[config.mk]
export PLATFORM = sky130hd
export DESIGN_NAME = blake2_feeder
export DESIGN_NICKNAME = d
export VERILOG_FILES = /design/src/rtl/blake2_feeder.sv
export SDC_FILE = /design/constraint.sdc
export NUM_CORES = 1
export LEC_CHECK = 0
export ABC_CLOCK_PERIOD_IN_PS = 3800
export BUFFER_PORTS_ARGS = -buffer_cell sky130_fd_sc_hd__buf_2
export CAP_MARGIN = 20
export CELL_PAD_IN_SITES_DETAIL_PLACEMENT = 2
export CELL_PAD_IN_SITES_GLOBAL_PLACEMENT = 2
export CORE_UTILIZATION = 33
export DETAILED_ROUTE_END_ITERATION = 8
export PLACE_DENSITY = 0.78
export SLEW_MARGIN = 20
export SYNTH_ARGS = -nofsm -noshare
export SYNTH_HDL_FRONTEND = slang
export SYNTH_SLANG_ARGS = --single-unit
[constraint.sdc]
create_clock -name clk -period 3.8 [get_ports clk]
set_input_delay 0.57 -clock clk [delete_from_list [all_inputs] [get_ports clk]]
set_output_delay 0.57 -clock clk [all_outputs]
set_load 0.05 [all_outputs]
[src/rtl/blake2_feeder.sv]
// blake2_feeder: turns a byte stream into zero-padded BLAKE2 compression
// blocks for a byte-serial core, tracks the message length and key/digest
// configuration, and forwards the first cfg_nn digest bytes to the result port.
module blake2_feeder #(
  parameter int BLOCK_BYTES = 64,
  parameter int IDX_W       = 6,
  parameter int LL_W        = 128,
  parameter int NN_W        = 7
) (
  input  logic             clk,
  input  logic             nreset,
  input  logic             s_valid_i,
  input  logic [7:0]       s_data_i,
  input  logic             s_last_i,
  output logic             s_ready_o,
  input  logic [NN_W-1:0]  cfg_nn_i,
  input  logic [NN_W-1:0]  cfg_kk_i,
  input  logic             core_ready_i,
  output logic             core_data_v_o,
  output logic [IDX_W-1:0] core_data_idx_o,
  output logic [7:0]       core_data_o,
  output logic             core_block_first_o,
  output logic             core_block_last_o,
  output logic [LL_W-1:0]  core_ll_o,
  output logic [NN_W-1:0]  core_nn_o,
  output logic [NN_W-1:0]  core_kk_o,
  input  logic             core_h_v_i,
  input  logic [7:0]       core_h_i,
  output logic             res_v_o,
  output logic [7:0]       res_data_o,
  output logic             res_last_o,
  output logic             busy_o
);

  typedef enum logic [2:0] {IDLE, FILL, PAD, GAP, RESULT} state_t;

  localparam logic [IDX_W-1:0] IDX_LAST = IDX_W'(BLOCK_BYTES - 1);

  state_t           state_q, state_d;
  logic [IDX_W-1:0] idx_q;        // position of the next byte inside the block
  logic             first_q;      // current block is the first of the message
  logic             msg_end_q;    // the s_last_i byte has been accepted
  logic             gap_seen_q;   // previous cycle was already spent in GAP
  logic [NN_W-1:0]  res_cnt_q;    // digest bytes forwarded so far
  logic             accept;
  logic             h_take;

  // Source may only hand over bytes while a block is being filled.
  assign s_ready_o = ((state_q == IDLE) || (state_q == FILL)) && core_ready_i;
  assign accept    = s_valid_i && s_ready_o;
  assign busy_o    = (state_q != IDLE);

  // Next-state decode and digest-byte acceptance.
  always_comb begin
    // NOTE: every signal written here gets a default first so no latch is inferred.
    state_d = state_q;
    h_take  = 1'b0;
    unique case (state_q)
      IDLE, FILL: begin
        if (accept) begin
          if (idx_q == IDX_LAST)  state_d = GAP;
          else if (s_last_i)      state_d = PAD;
          else                    state_d = FILL;
        end
      end
      PAD: begin
        if (idx_q == IDX_LAST) state_d = GAP;
      end
      GAP: begin
        // Last block goes straight to the digest; otherwise give the core at
        // least two idle cycles and wait for it to be ready again.
        if (msg_end_q)                       state_d = RESULT;
        else if (gap_seen_q && core_ready_i) state_d = FILL;
      end
      RESULT: begin
        if (res_last_o) state_d = IDLE;
        else            h_take = core_h_v_i && (res_cnt_q != core_nn_o);
      end
      default: state_d = IDLE;
    endcase
  end

  // State, counters and all registered core/result outputs.
  always_ff @(posedge clk or negedge nreset) begin
    if (!nreset) begin
      state_q            <= IDLE;
      idx_q              <= '0;
      first_q            <= 1'b0;
      msg_end_q          <= 1'b0;
      gap_seen_q         <= 1'b0;
      res_cnt_q          <= '0;
      core_data_v_o      <= 1'b0;
      core_data_idx_o    <= '0;
      core_data_o        <= '0;
      core_block_first_o <= 1'b0;
      core_block_last_o  <= 1'b0;
      core_ll_o          <= '0;
      core_nn_o          <= '0;
      core_kk_o          <= '0;
      res_v_o            <= 1'b0;
      res_data_o         <= '0;
      res_last_o         <= 1'b0;
    end else begin
      // NOTE: non-blocking assignments so every register samples pre-edge values.
      state_q            <= state_d;
      gap_seen_q         <= (state_q == GAP);
      core_data_v_o      <= 1'b0;
      core_block_first_o <= 1'b0;
      core_block_last_o  <= 1'b0;
      res_v_o            <= 1'b0;
      res_last_o         <= 1'b0;

      if (accept) begin
        core_data_v_o      <= 1'b1;
        core_data_o        <= s_data_i;
        core_data_idx_o    <= idx_q;
        core_block_first_o <= (state_q == IDLE) || first_q;
        core_block_last_o  <= s_last_i && (idx_q == IDX_LAST);
        idx_q              <= (idx_q == IDX_LAST) ? '0 : idx_q + IDX_W'(1);
        core_ll_o          <= (state_q == IDLE) ? LL_W'(1) : core_ll_o + LL_W'(1);
        if (state_q == IDLE) begin
          core_nn_o <= cfg_nn_i;
          core_kk_o <= cfg_kk_i;
          first_q   <= 1'b1;
          msg_end_q <= 1'b0;
          res_cnt_q <= '0;
        end
        if (s_last_i)           msg_end_q <= 1'b1;
        if (idx_q == IDX_LAST)  first_q   <= 1'b0;
      end else if (state_q == PAD) begin
        core_data_v_o      <= 1'b1;
        core_data_o        <= 8'h00;
        core_data_idx_o    <= idx_q;
        core_block_first_o <= first_q;
        core_block_last_o  <= 1'b1;
        idx_q              <= (idx_q == IDX_LAST) ? '0 : idx_q + IDX_W'(1);
        if (idx_q == IDX_LAST) first_q <= 1'b0;
      end

      if (h_take) begin
        res_v_o    <= 1'b1;
        res_data_o <= core_h_i;
        res_cnt_q  <= res_cnt_q + NN_W'(1);
        res_last_o <= ((res_cnt_q + NN_W'(1)) == core_nn_o);
      end
    end
  end

endmodule

# == Word level (Yosys, flattened, before mapping) ==
# Index checks and enable logic that the tools add are counted.
# totals
regBits,188
in_bits,36
out_inout_bits,171
elab_cells,87
# op_classes
addsub,3
eq_ne,11
mux,35
reduce_logical,21
# ops
cell,n
"adder 128 x 1 -> 128 bit, second input constant",1
2-to-1 mux 128 bit,1
2-to-1 mux 6 bit,5
2-to-1 mux 7 bit,3
2-to-1 mux 1 bit,16
2-to-1 mux 8 bit,2
2-to-1 mux 3 bit,5
one-hot mux 3 bit (4 select lines),1
nonzero test 2 bit,6
"adder 7 x 1 -> 7 bit, second input constant",1
equality test 7 bit,1
!= test 7 bit,1
"adder 6 x 1 -> 6 bit, second input constant",1
"equality test 3 x 2 -> 1 bit, second input constant",2
"equality test 6 bit, second input constant",1
"!= test 2 bit, second input constant",3
AND reduction 2 bit,3
logical AND 1 bit,5
2-to-1 mux 2 bit,2
AND reduction 4 bit,1
"equality test 3 x 1 -> 1 bit, second input constant",1
"equality test 3 bit, second input constant",1
logical NOT 3 bit,1
"!= test 3 bit, second input constant",1
other kinds (4),5

# == Depth between registers and ports, before layout ==
# depth
ltp_word,6
ltp_mapped,8
depth_no_buf,7

# == Worst setup path after synthesis ==
# Ideal clock, no wire load.
# synth_timing
path_type,reg2reg
start,register core_ll_o[28]
end,register core_ll_o[115]
t_arrival_ps,3236
required_ps,3722
path_slack_ps,486
path_stages_with_launch,9
synth_period_minus_slack_ps,3314
path_cell_list,dfrtp_1 -> nand4_1 -> or4_4 -> or4_1 -> buf_2 -> or3_1 -> buf_2 -> or4_1 -> a21oi_1
# synth_via
elab_chain_len,2
# synth_lines
element,line_no,rtl
start: declaration,24,"output logic [LL_W-1:0] core_ll_o,"
start signal: assignment,120,core_ll_o <= (state_q == IDLE) ? LL_W'(1) : core_ll_o + LL_W'(1);
adder 128 x 1 -> 128 bit,120,
2-to-1 mux 128 bit,120,
# No other way between the ends.
# A chain may end at the register's enable or synchronous reset.

# == Final worst setup path ==
# layout_timing
start,register state_q[1]
end,register core_ll_o[118]
# layout_via
elab_chain_len,4
word_cells_on_any_way,6
classes_between,1 x eq/ne; 1 x mux; 4 x reduce/logical
# layout_lines
element,line_no,rtl
start: declaration,39,"state_t state_q, state_d;"
start signal: assignment,105,state_q <= state_d;
equality test 3 x 1 -> 1 bit / logical NOT 3 bit (equally long branches),"49, 120",
logical OR 1 bit,49,assign s_ready_o = ((state_q == IDLE) || (state_q == FILL)) && core_ready_i;
logical AND 1 bit,49,
logical AND 1 bit,50,assign accept = s_valid_i && s_ready_o;
# Parallel ways exist; a longest one is shown, timed or not.

==> impl_results.md <==
- Nets: 1372
- Critical Path Stages: 6
- IO buf count: 206
- Final Core Density: 0.415
- Row count: 63
- Die area: 30700 um2
- Hold-fix buffers, CTS: 0
- Syn Area/Cell: 8.93 um2
- Period minus WS final: ~3300 ps
- Tcrit/Tclk final: 0.858
- CTS Sinks: approximately 190
- Crit path DAT: 3630 ps
- Post-DP HPWL: 28900 um
- # diodes: 0
- Synth-to-layout area growth: 24.0%
- Global-route wire length before repair: 62300 um
- CP Launch Point: state_q[1]
- Synth Register Bits: 188
- Peak VDD IR: about 0.54 mV
- Share of the synthesized area in the top cell type: 0.476
- CORE AREA: 29600 um2
- Reg area: 4700 um2
- RR Endpoint: core_ll_o[118]
- Placed cell area: roughly 12000 um2
- Initial DRC Count: between 500 and 600
- Slew at the pin closest to its max-slew limit: 873 ps
- Gpl congestion: about 0.86
- Slowest cell on crit path: or4b_1
- WL per Instance: 22.5 um
- Setup CP Type: reg -> reg
- CP Buf/Inv Count: 0
- Critical path required time: 4170 ps
- Total track usage: 0.261
- Worst setup margin: 538 ps
- Design area: 12300 um2
- Cell family with most CP delay: simple AND/OR/NAND/NOR gates
- Post-synthesis sequential area ratio: 0.476
- Cells taking the most area after synthesis: dfrtp_1 48%, xnor2_1 5.6%, nand2_1 5.5%
- RSZ-0062 raised after global routing: false
- Antenna viol nets, final: 0
- Initial Utilization: 0.334
- Initial DRT Pass Iterations: 4
- FILL cells: approximately 3400
- I/O pin cnt: 207
- Number of global-route vias before repair: 10683
- Overflow after GRT: 0
- Clock Skew: 17.5 ps
- Vias: about 9800
- Count leader, synth: dfrtp_1
- Die height: 175 um
- Outcome: finished clean
- Post-Route WL: 39100 um
- Pwr Total: 6.77 mW
- Crit. End Element: flip-flop
- Type of origin of the critical path: flip-flop
- Worst Hold Class: in -> async
- Post-CTS Setup Bufs: 0
- Synth Flop Type: dfrtp_1
- Post-synth ARST share: 1.00
- Post-synth top cells: 188 x dfrtp_1, 145 x nand2_1, 129 x nor2_1, 79 x nand3_1, 72 x nand4_1
- Worst-skew pair later-pin latency: around 440 ps
- Post-CTS resize count: 0
- Slew HR: 0.418
- Worst-path cell chain: nand4bb_4 > nor4_1 > nand4_1 > or4b_1 > or4_1 > a21oi_1
- Post-synth EDFFs: 0
- Pwr dens: ~550 nW/um2
- Pin count of the biggest net entering global routing: 66
- Deepest level of the CTS H-tree: 4
- Setup TNS Final: 0 ps
- Clock Tree Root: clkbuf_16
- Final hold violations: 0
- Post-Synthesis Cells: 1107
- Worst-path fanout max: 8
- Via density: 5.65
- Mapped cell area: 9890 um2
- Synth area leader: dfrtp_1
- Fin. max-slew vios: 0
- Final setup fails: 0
- CTS tree: built
- Clock Path Buffers: 2
- Worst setup endpoint: core_ll_o[118]
- Number of CTS-inserted buffers: 17
- Layout cells sized above 1: 0.226
- DRC: 0
- Reg2Reg Depth: 6
- Max cap viols: 0
- Dpl ws: ~450 ps
- Fmax: about 0.31 GHz
- Area occupied by multi-input gates: 4960 um2
- Initial antenna violation count: 0
- Reg-to-reg startpoint: state_q[1]
- Synth unique cells: 42
- Flop-to-flop setup slack: 540 ps
- Yosys warning count: 0
- Die Wd: 175 um
- Worst-path clk slew: about 80 ps
- CP max stage delay: around 750 ps
- Lkg Pwr: 5.53 nW
- Net Count, Synth: 1146
-- area by class of cell --
class / count / share of cell area
Clock buffer: 19 / 0.0361
Clock inverter: 13 / 0.0132
Inverter: 21 / 0.00643
Multi-Input combinational cell: 854 / 0.405
Sequential cell: 188 / 0.384
Tap cell: 390 / 0.0398
Timing Repair Buffer: 251 / 0.115
-- registers in the layout (all words and copies together), names as in the netlist --
name	flops
core_data_idx_o	6
core_kk_o	7
first_q	1
core_data_v_o	1
core_ll_o	128
res_v_o	1
res_cnt_q	7
res_last_o	1
state_q	3
core_data_o	8
msg_end_q	1
core_block_last_o	1
core_nn_o	7
idx_q	6
core_block_first_o	1
res_data_o	8
gap_seen_q	1
-- worst reg2reg max path, stage by stage (launching register included) --
cell	delay [ps]
dfrtp_1	480
nand4bb_4	310
nor4_1	560
nand4_1	390
or4b_1	750
or4_1	550
a21oi_1	160
-- cells by family after synthesis --
logic type,count (synthesis),share of synthesized area
xor+xnor,98,0.0868
buf+inv,65,0.0251
compound gates,113,0.0689
simple gates,623,0.321
fa+ha+maj,3,0.00380
flops,188,0.476
mux,17,0.0185
-- metrics by stage --
step / hold WS, ps / cells
after floorplan: 274 / 1107
after global placement: 450 / 1704
after detailed placement: 454 / 1704
after CTS: 131 / 1736
after global routing: 152 / 1736
final: 116 / 1736
-- where the power goes --
part           internal [mW]  switching (mW)  total (mW)
logic                  0.561            1.66        2.22
clock network           1.06           0.825        1.88
registers               2.32           0.343        2.66
-- metal layers --
| layer | routed length, um | GRT usage |
|---|---|---|
| met1 | 16800 | 0.324 |
| met2 | 19500 | 0.456 |
| met3 | 1990 | 0.0522 |
| met4 | 768 | 0.0764 |
| met5 | 0 | 0 |
-- layout by cell type, fill, tap and decap left out, types with 35 or more instances in the layout --
master | synthesis | layout
buf_4 | 0 | 42
nor3_1 | 38 | 38
xnor2_1 | 63 | 63
o21ai_0 | 38 | 38
nand4_1 | 72 | 72
nor2_1 | 129 | 128
a21oi_1 | 39 | 39
dfrtp_1 | 188 | 188
nor4_1 | 52 | 52
buf_2 | 3 | 205
xor2_1 | 35 | 35
nand2_1 | 145 | 145
nand3_1 | 79 | 79
-- worst min-delay path by stage --
stage / start / to
2_1_floorplan: nreset / core_block_first_o
3_3_place_gp: core_data_idx_o[0] / core_data_idx_o[0]
3_5_place_dp: core_data_idx_o[3] / core_data_idx_o[3]
4_1_cts: nreset / core_ll_o[116]
5_1_grt: nreset / core_ll_o[121]
6_report: nreset / core_ll_o[121]
No activity file was read; power rests on OpenSTA's default activity.
